$ cat src/rtl/spike_rate_decoder_pkg.sv
// Shared constants for the spike-rate decoder.
// FSM encoding is kept as plain localparams for legacy tools.
package spike_rate_decoder_pkg;

    localparam logic [0:0] ST_IDLE = 1'b0;
    localparam logic [0:0] ST_RUN  = 1'b1;

    localparam int DEF_WIN_CYCLES = 16;
    localparam int DEF_CNT_W      = 8;
    localparam int DEF_ISI_W      = 8;

endpackage

$ cat src/rtl/spike_rate_decoder_if.sv
// Output packet channel of the spike-rate decoder.
// Plain valid/ready with rate and ISI payload.
interface spike_rate_decoder_if
    import spike_rate_decoder_pkg::*;
#(
    parameter int CNT_W = DEF_CNT_W,
    parameter int ISI_W = DEF_ISI_W
);

    logic             out_valid;
    logic             out_ready;
    logic [CNT_W-1:0] out_rate;
    logic [ISI_W-1:0] out_isi;

    modport master (
        output out_valid,
        output out_rate,
        output out_isi,
        input  out_ready
    );

    modport slave (
        input  out_valid,
        input  out_rate,
        input  out_isi,
        output out_ready
    );

endinterface

$ cat src/rtl/spike_rate_decoder_sat_counter.sv
// Saturating up-counter with clear and load.
// nxt_o is the incremented value before clear/load are applied.
module spike_rate_decoder_sat_counter #(
    parameter int W = 8
) (
    input  logic         clk,
    input  logic         rst_n,
    input  logic         clr_i,
    input  logic         load_i,
    input  logic [W-1:0] load_val_i,
    input  logic         inc_i,
    output logic [W-1:0] nxt_o
);

    localparam logic [W-1:0] MAX = '1;

    logic [W-1:0] q_q;
    logic [W-1:0] q_d;

    assign nxt_o = (inc_i && (q_q != MAX)) ? q_q + W'(1) : q_q;

    always_comb begin
        q_d = nxt_o;
        if (clr_i) begin
            q_d = '0;
        end else if (load_i) begin
            q_d = load_val_i;
        end
    end

    always_ff @(posedge clk or negedge rst_n) begin
        if (!rst_n) begin
            q_q <= '0;
        end else begin
            q_q <= q_d;
        end
    end

endmodule

$ cat src/rtl/spike_rate_decoder.sv
// Turns a neuron spike train back into a per-window rate
// and the most recent inter-spike interval.
module spike_rate_decoder
    import spike_rate_decoder_pkg::*;
#(
    parameter int WIN_CYCLES = DEF_WIN_CYCLES,
    parameter int CNT_W      = DEF_CNT_W,
    parameter int ISI_W      = DEF_ISI_W
) (
    input  logic                 clk,
    input  logic                 rst_n,
    input  logic                 en,
    input  logic                 spike_in,
    spike_rate_decoder_if.master out_if,
    output logic                 overrun
);

    localparam int             WW    = $clog2(WIN_CYCLES);
    localparam logic [WW-1:0]  WLAST = WW'(WIN_CYCLES - 1);

    logic [0:0]       state_q, state_d;
    logic [WW-1:0]    wcnt_q, wcnt_d;
    logic             prev_q, prev_d;
    logic             have_q, have_d;
    logic             ovr_q, ovr_d;
    logic [ISI_W-1:0] isi_last_q, isi_last_d;
    logic             vld_q, vld_d;
    logic [CNT_W-1:0] rate_q, rate_d;
    logic [ISI_W-1:0] oisi_q, oisi_d;

    logic             run;
    logic             spk_edge;
    logic             close;
    logic             xfer;
    logic             take;
    logic [CNT_W-1:0] cnt_nxt;
    logic [ISI_W-1:0] isi_nxt;
    logic [ISI_W-1:0] isi_now;

    assign run      = (state_q == ST_RUN);
    assign spk_edge = run & spike_in & ~prev_q;
    assign close    = run & (wcnt_q == WLAST);
    assign xfer     = vld_q & out_if.out_ready;
    assign take     = close & (~vld_q | out_if.out_ready);

    spike_rate_decoder_sat_counter #(
        .W (CNT_W)
    ) u_spike_cnt (
        .clk        (clk),
        .rst_n      (rst_n),
        .clr_i      (~run | close),
        .load_i     (1'b0),
        .load_val_i ('0),
        .inc_i      (spk_edge),
        .nxt_o      (cnt_nxt)
    );

    // Counts cycles since the last edge; nxt_o is the ISI of a new edge.
    spike_rate_decoder_sat_counter #(
        .W (ISI_W)
    ) u_isi_cnt (
        .clk        (clk),
        .rst_n      (rst_n),
        .clr_i      (~run | spk_edge),
        .load_i     (1'b0),
        .load_val_i ('0),
        .inc_i      (run),
        .nxt_o      (isi_nxt)
    );

    always_comb begin
        state_d = state_q;
        unique case (state_q)
            ST_IDLE: if (en)  state_d = ST_RUN;
            ST_RUN:  if (!en) state_d = ST_IDLE;
        endcase
    end

    always_comb begin
        wcnt_d     = (!run || close) ? '0 : wcnt_q + WW'(1);
        prev_d     = run & spike_in;
        have_d     = run & (have_q | spk_edge);
        isi_now    = (spk_edge && have_q) ? isi_nxt : isi_last_q;
        isi_last_d = run ? isi_now : '0;
        ovr_d      = run & (ovr_q | (close & vld_q & ~out_if.out_ready));
    end

    // One-entry output buffer; a close may reload it in the transfer cycle.
    always_comb begin
        vld_d  = vld_q;
        rate_d = rate_q;
        oisi_d = oisi_q;
        if (take) begin
            vld_d  = 1'b1;
            rate_d = cnt_nxt;
            oisi_d = isi_now;
        end else if (xfer) begin
            vld_d  = 1'b0;
        end
    end

    always_ff @(posedge clk or negedge rst_n) begin
        if (!rst_n) begin
            state_q    <= ST_IDLE;
            wcnt_q     <= '0;
            prev_q     <= 1'b0;
            have_q     <= 1'b0;
            ovr_q      <= 1'b0;
            isi_last_q <= '0;
            vld_q      <= 1'b0;
            rate_q     <= '0;
            oisi_q     <= '0;
        end else begin
            state_q    <= state_d;
            wcnt_q     <= wcnt_d;
            prev_q     <= prev_d;
            have_q     <= have_d;
            ovr_q      <= ovr_d;
            isi_last_q <= isi_last_d;
            vld_q      <= vld_d;
            rate_q     <= rate_d;
            oisi_q     <= oisi_d;
        end
    end

    assign out_if.out_valid = vld_q;
    assign out_if.out_rate  = rate_q;
    assign out_if.out_isi   = oisi_q;
    assign overrun          = ovr_q;

endmodule

$ cat src/flat_wrapper.sv
// flat-port wrapper written by rule: the top's interface ports become plain ports
module spike_rate_decoder_flat import spike_rate_decoder_pkg::*;
#(
    parameter int WIN_CYCLES = DEF_WIN_CYCLES,
    parameter int CNT_W      = DEF_CNT_W,
    parameter int ISI_W      = DEF_ISI_W
)
  (clk, rst_n, en, spike_in, overrun, out_if_out_valid, out_if_out_rate, out_if_out_isi, out_if_out_ready);
  spike_rate_decoder_if #(.CNT_W(CNT_W), .ISI_W(ISI_W)) out_if_i ();
  input  logic clk;
  input  logic rst_n;
  input  logic en;
  input  logic spike_in;
  output logic overrun;
  output wire logic [$bits(out_if_i.out_valid)-1:0] out_if_out_valid;
  output wire logic [$bits(out_if_i.out_rate)-1:0] out_if_out_rate;
  output wire logic [$bits(out_if_i.out_isi)-1:0] out_if_out_isi;
  input wire logic [$bits(out_if_i.out_ready)-1:0] out_if_out_ready;
  assign out_if_out_valid = out_if_i.out_valid;
  assign out_if_out_rate = out_if_i.out_rate;
  assign out_if_out_isi = out_if_i.out_isi;
  assign out_if_i.out_ready = out_if_out_ready;
  spike_rate_decoder #(.WIN_CYCLES(WIN_CYCLES), .CNT_W(CNT_W), .ISI_W(ISI_W)) u_core (.clk(clk), .rst_n(rst_n), .en(en), .spike_in(spike_in), .out_if(out_if_i), .overrun(overrun));
endmodule
$ cat config.mk
export PLATFORM = sky130hd
export DESIGN_NAME = spike_rate_decoder_flat
export DESIGN_NICKNAME = d
export VERILOG_FILES = /design/src/rtl/spike_rate_decoder_pkg.sv /design/src/rtl/spike_rate_decoder_if.sv /design/src/rtl/spike_rate_decoder_sat_counter.sv /design/src/rtl/spike_rate_decoder.sv /design/src/flat_wrapper.sv
export SDC_FILE = /design/constraint.sdc
export NUM_CORES = 1
export LEC_CHECK = 0
export ABC_CLOCK_PERIOD_IN_PS = 1400
export CORE_ASPECT_RATIO = 1.5
export CORE_MARGIN = 5
export CORE_UTILIZATION = 50
export CTS_CLUSTER_DIAMETER = 120
export DETAILED_ROUTE_END_ITERATION = 10
export PLACE_DENSITY = 0.75
export SLEW_MARGIN = 15
export SYNTH_ARGS = -nofsm -noshare
export SYNTH_HDL_FRONTEND = slang
export SYNTH_SLANG_ARGS = --single-unit
$ cat constraint.sdc
create_clock -name clk -period 1.4 [get_ports clk]
set_input_delay 0.14 -clock clk [delete_from_list [all_inputs] [get_ports clk]]
set_output_delay 0.14 -clock clk [all_outputs]
set_load 0.1 [all_outputs]
==> results.py, run 1 <==
metrics = {
    "status": {
        "status": "complete, but fails checks",
        "violations": "setup timing",
    },
    "drt": {
        "wl_per_cell_um": 18.26,
        "dr.pass1.iters": 4,
        "wirelength_um": 6063,
        "vias_per_cell": 5.813,
        "route.vias.total": 1930,
        "drtAntennaViolNets": 0,
        "first_iter_violations": 131,
        "remaining_drc_errors": 0,
    },
    "sta": {
        "layout_min_cycle_time_ns": 1.560,
        "layout_setup_ws_ns": -0.1602,
        "fmax_mhz": 640.9,
        "tns_ns": -2.289,
        "finalCritPeriodShare_pct": 111.4,
        "finalHoldViolations": 0,
        "rsz0062_at_grt": "yes",
        "drv_slew": 0,
        "max-slew-margin-rel_pct": 77.50,
        "fin_worst_skew_ns": 0.01006,
        "setup_viol": 26,
        "max_slew.worst_pin.slew_ns": 0.3339,
        "hold_ws_ns": 0.2715,
    },
    "layout": {
        "layout.cells.non_filler": 332,
        "final_cell_mix": "46 x dfrtp_1, 37 x buf_4, 22 x nand2_1",
        "diodes": 0,
        "drive_gt1_share_pct": 47.55,
        "syn2layout_area_growth_pct": 58.71,
        "nNetsFinal": 293,
        "post-route-util_pct": 81.67,
        "fillers": 218,
        "final_common_cell": "dfrtp_1",
    },
    "placement": {
        "post-place-cells": 305,
        "portBuffers": 22,
        "dp_hpwl_um": 3374,
        "globalplace.congestion": 0.8543,
    },
    "logic_synthesis": {
        "syn_inst": 213,
        "synth_area_um2": 2185,
        "yosysSeqAreaShare_pct": 56.13,
        "synth_area_per_cell_um2": 10.26,
        "synth_cell_type_count": 38,
        "ys_seq_elements": 49,
        "syn_nets": 221,
        "yosys_warnings": 0,
    },
    "run": {
        "cap_violations": 0,
    },
    "cts": {
        "clk_pin_slew_worst_paths_ns": 0.09,
        "cts.sinks": 49,
        "cts_buffer_depth": 2,
        "clk_latency_ns": 0.31,
        "cts_tree": "done",
        "numCtsBuffers": 5,
        "cts_root_buf": "clkbuf_8",
        "cts.htree.levels": 2,
    },
    "floorplan": {
        "core_um2": 4245,
        "dieArea_um2": 5818,
        "row_count": 29,
        "io_pins": 23,
        "fp.dieW_um": 63.97,
        "die_height_um": 90.96,
        "start_util_pct": 51.46,
    },
    "worst_setup_path": {
        "crit_required_ns": 1.58,
        "r2r_start": "u_core.u_isi_cnt.q_q[0]",
        "critPathLaunch": "u_core.u_isi_cnt.q_q[0]",
        "worstSetupEndpointType": "register",
        "cpMaxStageDelayCell": "dfrtp_1",
        "rr_worst_depth": 5,
        "critPathBufInv": 0,
        "rr_endpoint": "u_core.out_if.out_isi[1]",
        "cp_slowest_stage_delay_ns": 0.46,
        "worstPathCellList": "ha_4 > nand2_4 > nor3_4 > mux2i_4 > a211oi_2",
        "crit_cells": 5,
        "critPathCapture": "u_core.out_if.out_isi[1]",
        "critical_path_class": "reg2reg",
        "cp-start-kind": "register",
        "cp_max_fo": 4,
        "arrival_ns": 1.74,
        "path_delay_family": "flip-flops",
        "r2r_setup_slack_ns": -0.16,
    },
    "pwr": {
        "ir_drop_mv": 0.9185,
        "p_per_area_nw_per_um2": 724.1,
        "p_leak_uw": 0.001588,
        "totalPowerFinal_uw": 2511,
    },
    "grt": {
        "grt_pass1_wl_um": 8521,
        "grt_pass1_vias": 1888,
        "grt_max_degree": 50,
        "overflow": 0,
        "grt.total_usage_pct": 17.99,
        "antenna_found_initial": 0,
    },
    "hold_path": {
        "worstHoldPathType": "in2reg",
    },
}
## synthesized netlist by cell type
library cell   n  area (um^2)
nand4_1        3        18.77
nor3_2         2        20.02
a211oi_1       1        7.510
xor2_1         4        35.03
and3b_1        1        8.760
nand3b_4       1        20.02
o31ai_1        2        15.01
ha_1           3        37.54
xnor2_1        1        8.760
and3_1         2        12.51
o21bai_4       1        18.77
nor3_1         6        30.03
or3_1          1        6.260
nand4b_2       1        15.01
a21boi_0       1        7.510
and2b_1        1        7.510
nor2_1        30        112.6
nand3_1       16        80.08
o211a_1        1        10.01
dfrtp_1       49         1226
mux2i_1        9        90.09
clkbuf_1       3        11.26
o21a_1         1        7.510
nand4_2        1        12.51
buf_4          1        7.510
inv_1          2        7.510
o22ai_1        1        6.260
nand2_1       28        105.1
nand2b_1       5        31.28
o211ai_1       4        30.03
a21oi_1        3        15.01
a21o_1         1        7.510
o21ai_0       15        75.07
buf_2          2        10.01
a31oi_1        3        18.77
o21ai_1        2        10.01
and2_1         4        25.02
nor3_4         1        16.27
## layer usage
layer	vias to the layer above	part of all wire (%)	wire, um	GRT usage, %
met1	971	38	2275	21.03
met5	-	0	0	0
met3	18	3.4	208	3.580
li1	889	-	-	-
met4	0	3.4	204	9.359
met2	52	56	3375	30.54
## worst min-delay path by stage
stage | slack [ns] | depth (start not counted) | endpoint | startpoint
floorplan | -0.16 | 0 | u_core.have_q | rst_n
global placement | 0.14 | 2 | u_core.wcnt_q[0] | rst_n
detailed placement | 0.14 | 2 | u_core.wcnt_q[1] | rst_n
CTS | 0.26 | 1 | u_core.run | en
global route | 0.26 | 1 | u_core.run | en
finish | 0.27 | 1 | u_core.run | en
## stage by stage
stage,setup WS [ns],area (um^2)
2_1_floorplan,0.00004641,2207
3_3_place_gp,-0.2047,2865
3_5_place_dp,-0.2471,2865
4_1_cts,-0.06400,3107
5_1_grt,-0.2413,3467
6_report,-0.1602,3467
## flip-flops by register name (all words and copies together) (netlist names)
name	flops
u_core.have_q	1
u_core.out_if.out_valid	1
u_core.out_if.out_rate	8
u_core.u_isi_cnt.q_q	8
u_core.out_if.out_isi	8
u_core.wcnt_q	4
u_core.prev_q	1
u_core.u_spike_cnt.q_q	8
u_core.overrun	1
u_core.isi_last_q	8
u_core.run	1
## where the power goes
part,total (uW),leakage [uW],internal [uW],switching [uW]
sequential,1460,0.000669,1440,23.6
combinational,247,0.000874,115,133
clock,802,0.0000450,347,455
total,2510,0.00159,1900,611
## what timing repair did
action,in CTS,in global routing
gates resized for setup,26,64
pin swaps,14,18
gates cloned,1,1
setup buffers,7,10
endpoints found under the setup margin,27,39
hold buffers,1,0
hold endpoints to repair,49,0
## cell families after synthesis
| kind of cell | count (synthesis) | synth area share [%] |
|---|---|---|
| AO/OA/AOI/OAI | 36 | 10.48 |
| multiplexers | 9 | 4.124 |
| AND/OR/NAND/NOR | 103 | 23.88 |
| XOR/XNOR | 5 | 2.004 |
| adder cells (fa/ha/maj) | 3 | 1.718 |
| flip-flops | 49 | 56.13 |
| buffers and inverters | 8 | 1.661 |
## layout make-up
class / instances / area, um^2 / area share [%]
multi-input combinational: 156 / 1269 / 36.59
sequential: 49 / 1232 / 35.55
timing repair buffer: 71 / 818.3 / 23.60
clock buffer: 6 / 72.57 / 2.093
tap: 46 / 57.56 / 1.660
clock inverter: 2 / 10.01 / 0.2887
inverter: 2 / 7.507 / 0.2165
(Power assumes the default switching activity.)
==> run 2: changes to the inputs <==
Settings changed: CORE_MARGIN 5 to 3.
==> results.py, run 2 (same netlist as run 1, synthesis figures left out) <==
metrics = {
    "drt": {
        "dr.pass1.iters": 5,
        "wl_per_cell_um": 17.04,
        "vias_per_cell": 5.720,
        "wirelength_um": 5726,
        "drtAntennaViolNets": 0,
        "route.vias.total": 1922,
        "first_iter_violations": 89,
        "remaining_drc_errors": 0,
    },
    "floorplan": {
        "die_height_um": 86.96,
        "core_um2": 4064,
        "dieArea_um2": 5215,
        "start_util_pct": 53.76,
        "io_pins": 23,
        "fp.dieW_um": 59.97,
        "row_count": 28,
    },
    "grt": {
        "grt_pass1_wl_um": 8825,
        "antenna_found_initial": 0,
        "grt.total_usage_pct": 22.61,
        "overflow": 0,
        "grt_pass1_vias": 1898,
        "grt_max_degree": 38,
    },
    "cts": {
        "cts_buffer_depth": 2,
        "clk_pin_slew_worst_paths_ns": 0.09,
        "numCtsBuffers": 5,
        "cts_tree": "done",
        "cts_root_buf": "clkbuf_8",
        "cts.htree.levels": 2,
        "clk_latency_ns": 0.30,
        "cts.sinks": 49,
    },
    "layout": {
        "final_area_um2": 3461,
        "drive_gt1_share_pct": 41.24,
        "layout.cells.non_filler": 336,
        "multiInputGateArea_um2": 1147,
        "post-route-util_pct": 85.16,
        "final_cell_mix": "47 x dfrtp_1, 36 x buf_4, 26 x nor2_1",
        "fillers": 188,
        "diodes": 0,
        "syn2layout_area_growth_pct": 58.42,
        "final_common_cell": "dfrtp_1",
        "nNetsFinal": 298,
        "register_area_um2": 1231,
    },
    "placement": {
        "portBuffers": 22,
        "globalplace.congestion": 0.8674,
        "place_area_um2": 2954,
        "post-place-cells": 311,
        "dp_hpwl_um": 3533,
    },
    "worst_setup_path": {
        "cp-start-kind": "register",
        "critical_path_class": "reg2reg",
        "crit_required_ns": 1.58,
        "worstSetupEndpointType": "register",
        "arrival_ns": 1.70,
        "cp_max_fo": 3,
    },
    "sta": {
        "setup_viol": 27,
        "max_slew.worst_pin.slew_ns": 0.3180,
        "drv_slew": 0,
        "max-slew-margin-rel_pct": 78.80,
        "fin_worst_skew_ns": 0.01284,
        "finalCritPeriodShare_pct": 108.6,
        "hold_ws_ns": 0.2506,
        "layout_min_cycle_time_ns": 1.520,
        "layout_setup_ws_ns": -0.1200,
        "rsz0062_at_grt": "yes",
        "finalHoldViolations": 0,
        "fmax_mhz": 657.9,
    },
    "status": {
        "status": "complete, but fails checks",
        "violations": "setup timing",
    },
    "pwr": {
        "p_leak_uw": 0.001575,
        "totalPowerFinal_uw": 2745,
        "p_per_area_nw_per_um2": 793.0,
        "ir_drop_mv": 1.006,
    },
    "hold_path": {
        "worstHoldPathType": "in2async",
    },
    "run": {
        "cap_violations": 0,
    },
}
==> run 2: worst max-delay path, cell delays in order, from the launching register on <==
cell	delay, ns
dfrtp_1	0.43
ha_4	0.18
nand2_4	0.06
nor3_4	0.30
mux2i_4	0.33
a211oi_2	0.10
==> run 2: cell type report <==
class / count / share of cell area (%)
multi-input combinational: 156 / 33.15
tap: 45 / 1.627
clock buffer: 7 / 2.495
clock inverter: 1 / 0.8677
inverter: 2 / 0.2169
sequential: 49 / 35.57
timing repair buffer: 76 / 26.07
==> run 2: power breakdown <==
part	total [uW]	internal [uW]	leakage, uW	switching (uW)
Clock	1030	582	0.0000585	447
Combinational	254	125	0.000845	128
Sequential	1460	1440	0.000671	23.5
==> run 2: what timing repair did <==
action,in CTS,in global routing
resized for setup,24,44
endpoints found under the setup margin,26,37
setup buffers,8,10
hold endpoints to repair,12,0
pin swaps,13,22
hold buffers,1,0
==> run 2: worst paths after layout <==
check | from | to | slack (ns) | cells past startpoint
setup / recovery | u_core.u_isi_cnt.q_q[0] | u_core.out_if.out_isi[1] | -0.12 | 5
min in group clk | en | u_core.run | 0.28 | 1
setup reg to reg | u_core.u_isi_cnt.q_q[0] | u_core.out_if.out_isi[1] | -0.12 | 5
hold reg to reg | u_core.isi_last_q[7] | u_core.isi_last_q[7] | 0.52 | 2
hold / removal | rst_n | u_core.wcnt_q[3] | 0.25 | 2
max in group asynchronous | rst_n | u_core.u_isi_cnt.q_q[2] | 0.64 | 3
==> run 2: stage by stage <==
stage | setup WS, ns | setup TNS [ns]
6_report | -0.1200 | -1.680
5_1_grt | -0.2304 | -4.610
4_1_cts | -0.1239 | -1.164
3_5_place_dp | -0.2664 | -4.254
3_3_place_gp | -0.1901 | -2.776
2_1_floorplan | 0.00004641 | 0
==> run 2: layer usage <==
metal | vias up | routed length [um] | global-route usage (%)
li1 | 895 | - | -
met1 | 947 | 2260 | 27.60
met2 | 63 | 3026 | 38.78
met3 | 17 | 277 | 4.451
met4 | 0 | 161 | 8.065
met5 | - | 0 | 0
